===== src/rtl/cmp_result_monitor.sv =====
// cmp_result_monitor: classifies comparator flag triples per handshake
// and reports windowed class counts plus the longest equal run.
module cmp_result_monitor #(
  parameter int CNT_W  = 8,
  parameter int WINDOW = 8
) (
  input  logic             clk,
  input  logic             rst,
  input  logic             clr,
  input  logic             in_valid,
  output logic             in_ready,
  input  logic             in_grth,
  input  logic             in_lsth,
  input  logic             in_eq,
  output logic             rpt_valid,
  input  logic             rpt_ready,
  output logic [CNT_W-1:0] rpt_gt,
  output logic [CNT_W-1:0] rpt_lt,
  output logic [CNT_W-1:0] rpt_eq,
  output logic [CNT_W-1:0] rpt_err,
  output logic [CNT_W-1:0] rpt_max_eq_run
);

  localparam int SW = $clog2(WINDOW + 1);
  localparam logic [SW-1:0] LAST = SW'(WINDOW - 1);

  localparam logic [0:0] ACCUM  = 1'b0;
  localparam logic [0:0] REPORT = 1'b1;

  logic [0:0] state;

  logic [CNT_W-1:0] gt_q, lt_q, eq_q, err_q;
  logic [CNT_W-1:0] run_q, max_q;
  logic [SW-1:0]    cnt_q;

  logic [CNT_W-1:0] gt_n, lt_n, eq_n, err_n;
  logic [CNT_W-1:0] run_n, max_n;

  logic accept;
  logic last;
  logic c_gt, c_lt, c_eq, c_err;

  function automatic logic [CNT_W-1:0] sat_inc(
    input logic [CNT_W-1:0] v
  );
    return (&v) ? v : v + 1'b1;
  endfunction

  assign in_ready  = (state == ACCUM);
  assign rpt_valid = (state == REPORT);
  assign accept    = in_valid & in_ready;
  assign last      = accept & (cnt_q == LAST);

  // one-hot check of the flag triple picks exactly one class
  always_comb begin
    c_gt  = 1'b0;
    c_lt  = 1'b0;
    c_eq  = 1'b0;
    c_err = 1'b0;
    case ({in_grth, in_lsth, in_eq})
      3'b100:  c_gt  = 1'b1;
      3'b010:  c_lt  = 1'b1;
      3'b001:  c_eq  = 1'b1;
      default: c_err = 1'b1;
    endcase
  end

  // live counter and run values including the sample being accepted
  always_comb begin
    gt_n  = gt_q;
    lt_n  = lt_q;
    eq_n  = eq_q;
    err_n = err_q;
    run_n = run_q;
    max_n = max_q;
    if (accept) begin
      unique case (1'b1)
        c_gt:  gt_n  = sat_inc(gt_q);
        c_lt:  lt_n  = sat_inc(lt_q);
        c_eq:  eq_n  = sat_inc(eq_q);
        c_err: err_n = sat_inc(err_q);
      endcase
      run_n = c_eq ? sat_inc(run_q) : '0;
      if (run_n > max_q) max_n = run_n;
    end
  end

  // state and live window accumulation
  always_ff @(posedge clk or posedge rst) begin
    if (rst) begin
      state <= ACCUM;
      gt_q  <= '0;
      lt_q  <= '0;
      eq_q  <= '0;
      err_q <= '0;
      run_q <= '0;
      max_q <= '0;
      cnt_q <= '0;
    end else if (clr) begin
      state <= ACCUM;
      gt_q  <= '0;
      lt_q  <= '0;
      eq_q  <= '0;
      err_q <= '0;
      run_q <= '0;
      max_q <= '0;
      cnt_q <= '0;
    end else if (last) begin
      state <= REPORT;
      gt_q  <= '0;
      lt_q  <= '0;
      eq_q  <= '0;
      err_q <= '0;
      run_q <= '0;
      max_q <= '0;
      cnt_q <= '0;
    end else if (accept) begin
      gt_q  <= gt_n;
      lt_q  <= lt_n;
      eq_q  <= eq_n;
      err_q <= err_n;
      run_q <= run_n;
      max_q <= max_n;
      cnt_q <= cnt_q + 1'b1;
    end else if (state == REPORT && rpt_ready) begin
      state <= ACCUM;
    end
  end

  // report snapshot, loaded only at window end and held otherwise
  always_ff @(posedge clk or posedge rst) begin
    if (rst) begin
      rpt_gt         <= '0;
      rpt_lt         <= '0;
      rpt_eq         <= '0;
      rpt_err        <= '0;
      rpt_max_eq_run <= '0;
    end else if (!clr && last) begin
      rpt_gt         <= gt_n;
      rpt_lt         <= lt_n;
      rpt_eq         <= eq_n;
      rpt_err        <= err_n;
      rpt_max_eq_run <= max_n;
    end
  end

endmodule


===== config.mk =====
export PLATFORM = sky130hd
export DESIGN_NAME = cmp_result_monitor
export DESIGN_NICKNAME = d
export VERILOG_FILES = /design/src/rtl/cmp_result_monitor.sv
export SDC_FILE = /design/constraint.sdc
export NUM_CORES = 1
export LEC_CHECK = 0
export BUFFER_PORTS_ARGS = -buffer_cell sky130_fd_sc_hd__buf_2
export CAP_MARGIN = 10
export CORE_MARGIN = 2
export CORE_UTILIZATION = 55
export CTS_BUF_LIST = sky130_fd_sc_hd__clkbuf_4
export CTS_CLUSTER_SIZE = 10
export DETAILED_ROUTE_END_ITERATION = 12
export GPL_TIMING_DRIVEN = 1
export PLACE_DENSITY = 0.75
export SKIP_LAST_GASP = 1
export SLEW_MARGIN = 20
export SYNTH_ARGS = -nofsm -noshare
export SYNTH_HDL_FRONTEND = slang
export SYNTH_SLANG_ARGS = --single-unit

===== constraint.sdc =====
create_clock -name clk -period 3.6 [get_ports clk]
set_input_delay 1.08 -clock clk [delete_from_list [all_inputs] [get_ports clk]]
set_output_delay 1.08 -clock clk [all_outputs]
set_load 0.01 [all_outputs]

==> results.md, run 1 <==
* Area Overhead vs Synth at 11.9%
* CTS tree: built
* Vias per cell at 5.84
* VDD IR max at 0.237 mV
* Final WL at 11000 µm
* Routed WL per cell at 16.0 µm
* Post-synthesis mux area share at 2.07%
* Total CTS buffers at 9
* Max-cap viol count at 0
* Worst skew pair latency at 0.46 ns
* DRC viols at 0
* Compound-gate portion of the synthesized area at 20.8%
* Worst relative slew slack at 55.3%
* Final setup violation count at 0
* Slew Limit Fails at 0
* Layout Cells excl Fill at 690
* Pin count of the biggest net entering global routing at 71
* Port Buffers at 49
* Antenna Violating Nets Remaining at 0
* Fin crit share at 89.8%
* Post-layout minimum cycle time at 3.23 ns
* Ports at 50
* First-pass GRT wire length at 18900 µm
* H-tree depth reported by CTS at 3
* Data required, critical path at 3.94 ns
* Die W at 98.4 µm
* Die Span Y at 98.4 µm
* Dpl ws at -0.0667 ns
* Clk root buf: clkbuf_4
* Final hold vios at 0
* Hold Path Class: reg2reg
* Initial Util at 56.5%
* FMAX at 309 MHz
* Register area share after synthesis at 47.5%
* Main combinational cell family by area after synthesis: compound AO/OA/AOI/OAI gates
* EDFF count, synth at 0
* Initial antenna violation count at 0
* Leakage at 2.51 nW
* Pwr dens at 321 nW/µm²
* Row cnt at 34
* Cells after synthesis at 519
* DR iter-0 viols at 259
* Ant diodes at 0
* Setup CP Type: in2reg
* Yosys reg bits at 93
* Overall routing resource usage at 24.3%
* Post-synthesis area per instance at 9.44 µm²
* Core area at 8680 µm²
* Placer Congestion at 0.908
* Nets at 597
* Main synth FF type: dfrtp_1
* Post-synthesis adder-cell area fraction at 3.06%
* Startpoint Class: input port
* RSZ-0062 raised after global routing: no
* Post_cts resized at 0
* Postcts setup bufs at 0
* Total grt overflow at 0
* Synth Area in XOR/XNOR at 4.11%
* Critical path fanouts, max at 8
* Async SR Flop Fraction at 100%
* DP Cell Count at 674
* DP HPWL at 7910 µm
* Worst-margin pin slew at 0.667 ns
* Post-layout util at 63.2%
* Commonest non-fill, non-tap cell in the layout: dfrtp_1
* Setup ws final at 0.366 ns
* Hold_buf cts at 0
* PnR Total Power at 1.76 mW
* Critical path capture point type: register
* DRT Pass-1 Iters at 5
* Placed Area at 5340 µm²
* Clock slew at reported path FFs at 0.12 ns
* Share of cells above drive strength 1 at 19.1%
* Most frequent cells in the layout: dfrtp_1, nand2_1, o21ai_0, buf_2, buf_4
* Yosys warns at 0
* Unique cell type count in the Yosys netlist at 56
* Crit path DAT at 3.58 ns
* Fin area at 5480 µm²
* Setup Skew at 0.0209 ns
* Simple-Gate Fraction of Synth Area at 18.1%
* Syn_nets at 539
* Die ar. at 9680 µm²
* Status: finished clean
* Sink Count at 93
* Max Buffers Root-to-Sink at 2
* Vias in the first global route at 3980
* Synthesized area at 4900 µm²
* Via count at 4027
-- power by group --
part | total [mW] | leakage [nW] | internal (mW) | switching [mW]
logic | 0.127 | 1.15 | 0.0421 | 0.0847
registers | 1.06 | 1.29 | 1.05 | 0.00808
clock network | 0.571 | 0.0740 | 0.219 | 0.352
-- synthesized netlist by cell type (9+ instances only) --
library cell / number / area, µm²
xnor2_1: 11 / 96.3
a22o_1: 12 / 105
mux2i_1: 9 / 90.1
nand4_1: 18 / 113
xor2_1: 12 / 105
nor2_1: 16 / 60.1
ha_1: 12 / 150
inv_1: 13 / 48.8
nand2_1: 90 / 338
o21ai_0: 76 / 380
clkbuf_1: 21 / 78.8
o31ai_1: 9 / 67.6
dfrtp_1: 93 / 2330
a21oi_1: 21 / 105
-- critical path: stages --
cell,delay (ns)
buf_2,0.13
or3b_4,0.41
buf_4,0.15
nor2_1,0.15
ha_1,0.20
nand3_1,0.11
nor4b_1,0.45
o22ai_1,0.21
a2bb2oi_4,0.24
o21ai_2,0.16
a22o_1,0.28
-- kinds of logic (layout without fill, tap and decap cells) --
group | Yosys count | after routing
xor gates and xnor gates | 23 | 23
DFF | 93 | 93
adders and majority gates | 12 | 12
and+or+nand+nor | 179 | 179
buffers and inverters | 42 | 105
muxes | 10 | 10
AOI/OAI and AO/OA | 160 | 160
-- worst paths after layout --
path,startpoint,end,slack [ns],depth (start not counted)
max reg2reg,run_q[0]$_DFFE_PP0P_,max_q[6]$_DFFE_PP0P_,0.40,13
max,in_lsth,max_q[6]$_DFFE_PP0P_,0.37,11
min reg2reg,rpt_err[6]$_DFFE_PP0P_,rpt_err[6]$_DFFE_PP0P_,0.48,2
min in group asynchronous,rst,rpt_err[1]$_DFFE_PP0P_,0.58,2
min,rpt_err[6]$_DFFE_PP0P_,rpt_err[6]$_DFFE_PP0P_,0.48,2
max in group asynchronous,rst,rpt_eq[3]$_DFFE_PP0P_,2.30,3
-- area by class of cell --
cell class	instances	area, µm²
sequential	93	2330
clock buffer	10	75.1
tap	108	135
inverter	13	50.0
timing repair buffer	76	460
fill	769	3200
multi-input combinational	384	2370
clock inverter	6	63.8
-- registers in the layout (all words and copies together) (netlist names) --
name            flops
eq_q                8
err_q               8
gt_q                8
lt_q                8
max_q               8
rpt_eq              8
rpt_err             8
rpt_gt              8
rpt_lt              8
rpt_max_eq_run      8
run_q               8
cnt_q               4
rpt_valid           1
-- stage by stage --
step / setup TNS (ns) / hold slack [ns]
4_1_cts: 0 / 0.490
3_3_place_gp: 0 / 0.450
3_5_place_dp: -0.272 / 0.457
5_1_grt: 0 / 0.514
2_1_floorplan: 0 / 0.442
6_report: 0 / 0.484
-- routing by layer --
metal  part of all wire (%)  up-vias  global-route usage (%)
met3                    4.7       28                    4.51
li1                       -     1979                       -
met2                     48      106                    39.1
met1                     45     1914                    32.6
met5                      0        -                       0
met4                    2.6        0                    10.1
Power figures use the tool's default switching activity.
==> run 2: changes to the inputs <==
--- a/config.mk
+++ b/config.mk
@@ -5,6 +5,7 @@
 export SDC_FILE = /design/constraint.sdc
 export NUM_CORES = 1
 export LEC_CHECK = 0
+export ABC_AREA = 1
 export BUFFER_PORTS_ARGS = -buffer_cell sky130_fd_sc_hd__buf_2
 export CAP_MARGIN = 10
 export CORE_MARGIN = 2
@@ -14,6 +15,7 @@
 export DETAILED_ROUTE_END_ITERATION = 12
 export GPL_TIMING_DRIVEN = 1
 export PLACE_DENSITY = 0.75
+export SKIP_CTS_REPAIR_TIMING = 1
 export SKIP_LAST_GASP = 1
 export SLEW_MARGIN = 20
 export SYNTH_ARGS = -nofsm -noshare
==> run 2 against run 1 <==
Against the previous run: cell count is 3.5% higher; flip-flop and latch count stayed put; global-route usage is 0.57 points lower; critical path type unchanged; largest cell class is now sequential cells; largest power group unchanged.
==> results.md, run 2 <==
* Ports at 50 (unchanged)
* Yosys reg bits at 93 (unchanged)
* Leakage at 2.65 nW (+5.3%)
* Clock slew at reported path FFs at 0.14 ns (+0.02 ns)
* Ant diodes at 0 (unchanged)
* Cells on worst reg2reg path at 15 (+2)
* Cell taking the most area after synthesis: dfrtp_1
* Setup CP Type: in2reg
* Max Buffers Root-to-Sink at 2 (unchanged)
* Vias per cell at 5.41 (-7.3%)
* Pin count of the biggest net entering global routing at 61 (-14%)
* Async SR Flop Fraction at 100% (unchanged)
* DRC viols at 0 (unchanged)
* Synth cell count leaders: nand2_1, dfrtp_1, inv_1
* Final setup violation count at 0 (unchanged)
* DRT Pass-1 Iters at 4 (-1)
* Final hold vios at 0 (unchanged)
* First-pass GRT wire length at 17200 µm (-9.3%)
* Crit path DAT at 3.15 ns (-0.43 ns)
* Worst skew pair latency at 0.45 ns (about the same)
* Routed WL per cell at 14.1 µm (-12%)
* Die W at 96.2 µm (-2.2%)
* Max-cap viol count at 0 (unchanged)
* Most frequent cells in the layout: nand2_1, dfrtp_1, inv_1, nand3_1, buf_2
* Share of cells above drive strength 1 at 16.1% (-3.0 points)
* Setup_tns at 0 ns (unchanged)
* Sink Count at 93 (unchanged)
* Fin area at 5190 µm² (-5.3%)
* RSZ-0062 raised after global routing: no
* Critical path fanouts, max at 9 (+1)
* R2r startpoint: run_q[0]$_DFFE_PP0P_
* Post-synthesis area per instance at 8.46 µm² (-10%)
* Yosys warns at 0 (unchanged)
* Area Overhead vs Synth at 10.9%
* DR iter-0 viols at 244 (-5.8%)
* Main synth FF type: dfrtp_1
* Placer Congestion at 0.887 (-2.4%)
* Initial Util at 57.0% (+0.49 points)
* CTS tree: built
* Critical path capture point type: register
* Placed Area at 5050 µm² (-5.4%)
* Slew Limit Fails at 0 (unchanged)
* Post-synth top area share at 49.7% (+2.2 points)
* H-tree depth reported by CTS at 3 (unchanged)
* Pwr dens at 420 nW/µm² (+31%)
* CP Launch Point: in_grth
* Dpl ws at 0.413 ns (+0.480 ns)
* Crit path max-delay family: simple AND/OR/NAND/NOR gates
* Die Span Y at 96.2 µm (-2.2%)
* Total grt overflow at 0 (unchanged)
* Core area at 8220 µm² (-5.3%)
* Hold_ws at 0.490 ns (+0.00556 ns)
* Synth Area in XOR/XNOR at 4.49% (+0.38 points)
* Syn_nets at 573 (+6.3%)
* VDD IR max at 0.221 mV (-6.8%)
* Status: finished clean
* Port Buffers at 49 (unchanged)
* Data required, critical path at 4.00 ns (+0.06 ns)
* CP cell instances: buf_2 > inv_1 > nand3_2 > inv_1 > nand3_1 > inv_1 > ha_1 > nand2_1 > inv_1 > nand2_1 > nor2_1 > a21oi_4 > nand2_4 > nand2_1 > nand3_1 > nand2_1
* Fin crit share at 76.3% (-14 points)
* Startpoint Class: input port
* Worst-margin pin slew at 0.609 ns (-0.0578 ns)
* Hold Path Depth at 2 (unchanged)
* Post-synthesis mux area share at 0.856% (-1.2 points)
* Nets at 624 (+4.5%)
* Clk root buf: clkbuf_4
* DP HPWL at 7150 µm (-9.7%)
* Critical path buffers and inverters at 5 (+3)
* Crit-path slowest cell: a21oi_4
* Row cnt at 33 (-2.9%)
* Antenna Violating Nets Remaining at 0 (unchanged)
* Post-layout minimum cycle time at 2.75 ns (-0.489 ns)
* Simple-Gate Fraction of Synth Area at 26.7% (+8.7 points)
* Cells after synthesis at 553 (+6.6%)
* Setup Skew at 0.0152 ns (-0.00568 ns)
* Die ar. at 9260 µm² (-4.3%)
* Most common cell in the netlist: nand2_1
* Overall routing resource usage at 23.8% (-0.57 points)
* Compound-gate portion of the synthesized area at 7.43% (-13 points)
* Hold Path Class: reg2reg
* Post-synthesis adder-cell area fraction at 3.21% (+0.14 points)
* Setup ws final at 0.855 ns (+0.489 ns)
* Vias in the first global route at 3798 (-4.6%)
* FMAX at 364 MHz (+18%)
* EDFF count, synth at 0 (unchanged)
* Unique cell type count in the Yosys netlist at 32 (-43%)
* Final WL at 10000 µm (-8.9%)
* Commonest non-fill, non-tap cell in the layout: nand2_1
* Main combinational cell family by area after synthesis: simple AND/OR/NAND/NOR gates
* Critical path depth at 16 (+5)
* Slowest cell delay on critical path at 0.29 ns (-0.16 ns)
* FILL cells at 712 (-7.4%)
* Hold path start: rpt_max_eq_run[7]$_DFFE_PP0P_
* PnR Total Power at 2.18 mW (+24%)
* Total CTS buffers at 9 (unchanged)
* Register area share after synthesis at 49.7% (+2.2 points)
* Initial antenna violation count at 0 (unchanged)
* Synthesized area at 4680 µm² (-4.5%)
* Worst relative slew slack at 59.3% (+4.0 points)
* Top cells by area, synth: dfrtp_1, nand2_1, inv_1
* Via count at 3862 (-4.1%)
run 2: cell types whose count changed after synthesis, sizes merged, moves of 12 or more:
cell   delta
nand2    +45
nand3    +45
inv      +54
nand4    -13
nor3     +36
a22o     -12
nor2     +18
o21ai    -34
a21oi    -16
run 2: tightest hold or removal path, cell delays in order (launching register included):
cell	delay, ns
dfrtp_1	0.37
nand2_1	0.05
nand2_1	0.05
run 2: metal layers:
layer / share of wire, % / vias to the layer above / global-route usage, %
met3: 3.9 / 9 / 4.07
met4: 1.1 / 0 / 7.38
met2: 49 / 87 / 40.0
met5: 0 / - / 0
li1: - / 1907 / -
met1: 46 / 1859 / 31.4
run 2: kinds of logic (layout without fill, tap and decap cells):
kind of cell	Yosys count	count (layout)
adder cells (fa/ha/maj)	12	12
multiplexers	4	4
AND/OR/NAND/NOR	274	274
AO/OA/AOI/OAI	61	61
flip-flops	93	93
XOR/XNOR	24	24
buffers and inverters	85	141
run 2: worst paths after layout:
check | end | slack, ns
min reg2reg | rpt_max_eq_run[7]$_DFFE_PP0P_ | 0.49
max reg2reg | max_q[5]$_DFFE_PP0P_ | 0.92
max | max_q[5]$_DFFE_PP0P_ | 0.85
min | rpt_max_eq_run[7]$_DFFE_PP0P_ | 0.49
max in group asynchronous | cnt_q[0]$_DFFE_PP0P_ | 2.22
min in group asynchronous | rpt_gt[3]$_DFFE_PP0P_ | 0.66
run 2: cell type report:
cell class / instances / area, µm² / share of cell area [%]
Clock inverter: 7 / 73.8 / 1.42
Multi-Input combinational cell: 375 / 2000 / 38.5
Timing Repair Buffer: 58 / 338 / 6.51
Clock buffer: 9 / 67.6 / 1.30
Inverter: 67 / 253 / 4.87
Tap cell: 105 / 131 / 2.53
Sequential cell: 93 / 2330 / 44.8
run 2: through the flow:
stage	util, %	instances
2_1_floorplan	-	553
3_3_place_gp	61.4	698
3_5_place_dp	61.4	698
4_1_cts	63.2	714
5_1_grt	63.2	714
6_report	63.2	714
run 2: power breakdown:
| group | internal [mW] | total [mW] | switching, mW |
|---|---|---|---|
| clock network | 0.216 | 0.587 | 0.372 |
| registers | 1.08 | 1.10 | 0.0245 |
| logic | 0.150 | 0.490 | 0.340 |
| total | 1.44 | 2.18 | 0.736 |
==> run 3: changes to the inputs <==
--- a/config.mk
+++ b/config.mk
@@ -5,7 +5,7 @@
 export SDC_FILE = /design/constraint.sdc
 export NUM_CORES = 1
 export LEC_CHECK = 0
-export ABC_AREA = 1
+export ABC_AREA = 0
 export BUFFER_PORTS_ARGS = -buffer_cell sky130_fd_sc_hd__buf_2
 export CAP_MARGIN = 10
 export CORE_MARGIN = 2
==> constraint.sdc (replaced) <==
create_clock -name clk -period 2.5 [get_ports clk]
set_input_delay 0.75 -clock clk [delete_from_list [all_inputs] [get_ports clk]]
set_output_delay 0.75 -clock clk [all_outputs]
set_load 0.01 [all_outputs]
==> run 3 against run 2 <==
Against the previous run: power rose by 30%; worst setup slack got worse by 1.3 ns; first-iteration DRC count fell by 4.5%; combinational power fell by 57%; clock skew grew 0.0056 ns; the flow now finishes with violations (setup timing); count of clock-buffer cells in the layout is the same; sequential share of layout area is 6.8 points lower; register-to-register slack got worse by 1.3 ns; sequential power up 39%; hold slack worse by 0.18 ns; wire length is 22% higher; critical path depth shrank 4.
==> results.md, run 3 (same netlist as run 1, synthesis figures left out) <==
* FMAX at 345 MHz
* Routed WL per cell at 16.6 µm (+18%)
* RSZ-0062 raised after global routing: yes
* Core area at 8680 µm² (+5.6%)
* Comb power frac at 7.5% (-15 points)
* Die W at 98.4 µm (+2.2%)
* Initial Util at 56.5% (-0.49 points)
* Final WL at 12300 µm (+22%)
* Clock power share at 38.3% (+11 points)
* Pwr dens at 461 nW/µm² (+10%)
* Status: finished, violations left
* FILL cells at 648 (-9.0%)
* Sw frac at 24.9% (-8.9 points)
* Switch Pwr at 0.702 mW (-4.6%)
* Register share of total power at 54.2% (+3.7 points)
* Row cnt at 34 (+3.0%)
* Total CTS buffers at 9 (unchanged)
* Die Span Y at 98.4 µm (+2.2%)
* Most frequent cells in the layout: dfrtp_1, nand2_1, o21ai_0, buf_4, buf_2
* Crit-path slowest cell: dfrtp_1
* Critical path capture point type: register
* DRC viols at 0 (unchanged)
* Setup Skew at 0.0208 ns (+0.00561 ns)
* Setup CP Type: reg2reg
* PnR Total Power at 2.82 mW (+30%)
* Setup ws final at -0.401 ns (-1.26 ns)
* Total grt overflow at 0 (unchanged)
* Pin count of the biggest net entering global routing at 52 (-15%)
* Critical path fanouts, max at 8 (-1)
* Slew Limit Fails at 0 (unchanged)
* Via count at 4361 (+13%)
* DP HPWL at 8660 µm (+21%)
* Setup_tns at -5.78 ns (-5.78 ns)
* Placer Congestion at 0.917 (+3.4%)
* Commonest non-fill, non-tap cell in the layout: dfrtp_1
* Ports at 50 (unchanged)
* Antenna Violating Nets Remaining at 0 (unchanged)
* VDD IR max at 0.282 mV (+28%)
* Hold Path Class: in2async
* Port Buffers at 49 (unchanged)
* Area Overhead vs Synth at 24.9%
* Slowest cell delay on critical path at 0.43 ns (+0.14 ns)
* Violated checks: setup timing
* Worst skew pair latency at 0.46 ns (about the same)
* Startpoint Class: register
* First-pass GRT wire length at 20100 µm (+17%)
* Sink Count at 93 (unchanged)
* Vias per cell at 5.89 (+9.0%)
* Post-layout minimum cycle time at 2.90 ns
* Final hold vios at 0 (unchanged)
* Data required, critical path at 2.85 ns (-1.15 ns)
* Nets at 647 (+3.7%)
* Ant diodes at 0 (unchanged)
* Worst-margin pin slew at 0.519 ns (-0.0902 ns)
* CP cell instances: ha_2 > and3_4 > o21ai_1 > a21oi_2 > ha_1 > nor2b_1 > nor2_1 > nor4_2 > a211oi_4 > a2bb2oi_4 > o21ai_4 > a22o_1
* Worst relative slew slack at 65.1% (+5.8 points)
* Flop-to-flop setup slack at -0.40 ns (-1.32 ns)
* Initial antenna violation count at 0 (unchanged)
* Max-cap viol count at 0 (unchanged)
* Vias in the first global route at 4209 (+11%)
* Post-layout util at 70.5% (+7.4 points)
* Internal power at 2.12 mW (+47%)
* Final setup violation count at 16 (+16)
* H-tree depth reported by CTS at 3 (unchanged)
* Placed Area at 5740 µm² (+14%)
* Die ar. at 9680 µm² (+4.5%)
* DR iter-0 viols at 233 (-4.5%)
* Crit path DAT at 3.25 ns (+0.10 ns)
* CTS tree: built
* Max Buffers Root-to-Sink at 2 (unchanged)
* Fin area at 6120 µm² (+18%)
* Leakage at 2.81 nW (+6.3%)
* DRT Pass-1 Iters at 5 (+1)
* Overall routing resource usage at 25.6% (+1.8 points)
* Clk root buf: clkbuf_4
* Fin crit share at 116%
* Share of cells above drive strength 1 at 29.7% (+14 points)
* Clock slew at reported path FFs at 0.15 ns (about the same)
==> run 3: changes by cell type in the layout (fill, tap and decap cells not counted), sizes merged, moves of 6 or more <==
cell | previous run | this run
buf | 58 | 126
inv | 68 | 15
nand2 | 135 | 90
nand3 | 53 | 8
nor3 | 43 | 7
o21ai | 43 | 77
nor2 | 34 | 16
a21oi | 6 | 22
nand4 | 5 | 18
a22o | 0 | 12
a21o | 1 | 11
and3 | 0 | 6
and4 | 0 | 6
o31ai | 3 | 9
==> run 3: cell type report <==
class | instances | area, µm² | area share [%]
Multi-Input combinational cell | 384 | 2540 | 41.5
Sequential cell | 93 | 2330 | 38.0
Timing Repair Buffer | 126 | 867 | 14.2
Tap cell | 108 | 135 | 2.21
Clock inverter | 7 | 129 | 2.11
Clock buffer | 9 | 67.6 | 1.10
Inverter | 13 | 52.6 | 0.859
==> run 3: path summary, 6_finish.rpt <==
path,from,end,cells after the start
worst max-delay path,run_q[0]$_DFFE_PP0P_,max_q[4]$_DFFE_PP0P_,12
worst min-delay path,rst,rpt_err[2]$_DFFE_PP0P_,2
worst max register to register,run_q[0]$_DFFE_PP0P_,max_q[4]$_DFFE_PP0P_,12
worst min register to register,rpt_err[0]$_DFFE_PP0P_,rpt_err[0]$_DFFE_PP0P_,2
max in group asynchronous,rst,err_q[4]$_DFFE_PP0P_,3
min in group clk,rpt_ready,rpt_valid$_DFFE_PP0P_,2
==> run 3: metrics by stage <==
| step | setup slack [ns] | hold WS, ns | instances |
|---|---|---|---|
| after floorplan | -0.428 | 0.442 | 519 |
| after global routing | -0.566 | 0.328 | 740 |
| after global placement | -0.609 | 0.457 | 718 |
| after CTS | -0.446 | 0.315 | 734 |
| final | -0.401 | 0.308 | 740 |
| after detailed placement | -0.706 | 0.465 | 718 |
==> run 3: power groups by stage <==
| stage | registers (mW) | clock network [mW] | logic (mW) |
|---|---|---|---|
| 6_report | 1.53 | 1.08 | 0.213 |
| 5_1_grt | 1.53 | 1.15 | 0.236 |
| 4_1_cts | 1.53 | 1.10 | 0.208 |
| 3_5_place_dp | 1.56 | 0 | 0.206 |
| 3_3_place_gp | 1.56 | 0 | 0.200 |
| 2_1_floorplan | 1.56 | 0 | 0.117 |
==> run 3: metal layers <==
layer / routed length [µm] / global-route usage (%) / part of all wire [%]
met5: 0 / 0 / 0
met4: 246 / 9.80 / 2.0
met3: 579 / 3.44 / 4.7
met2: 5980 / 42.3 / 49
met1: 5450 / 34.4 / 44
==> run 3: worst max-delay path, delay by kind of cell, from the launching register on <==
family / cells / cell delay (ns)
AOI/OAI and AO/OA: 6 / 1.02
and+or+nand+nor: 4 / 0.86
adders and majority gates: 2 / 0.46
DFF: 1 / 0.43
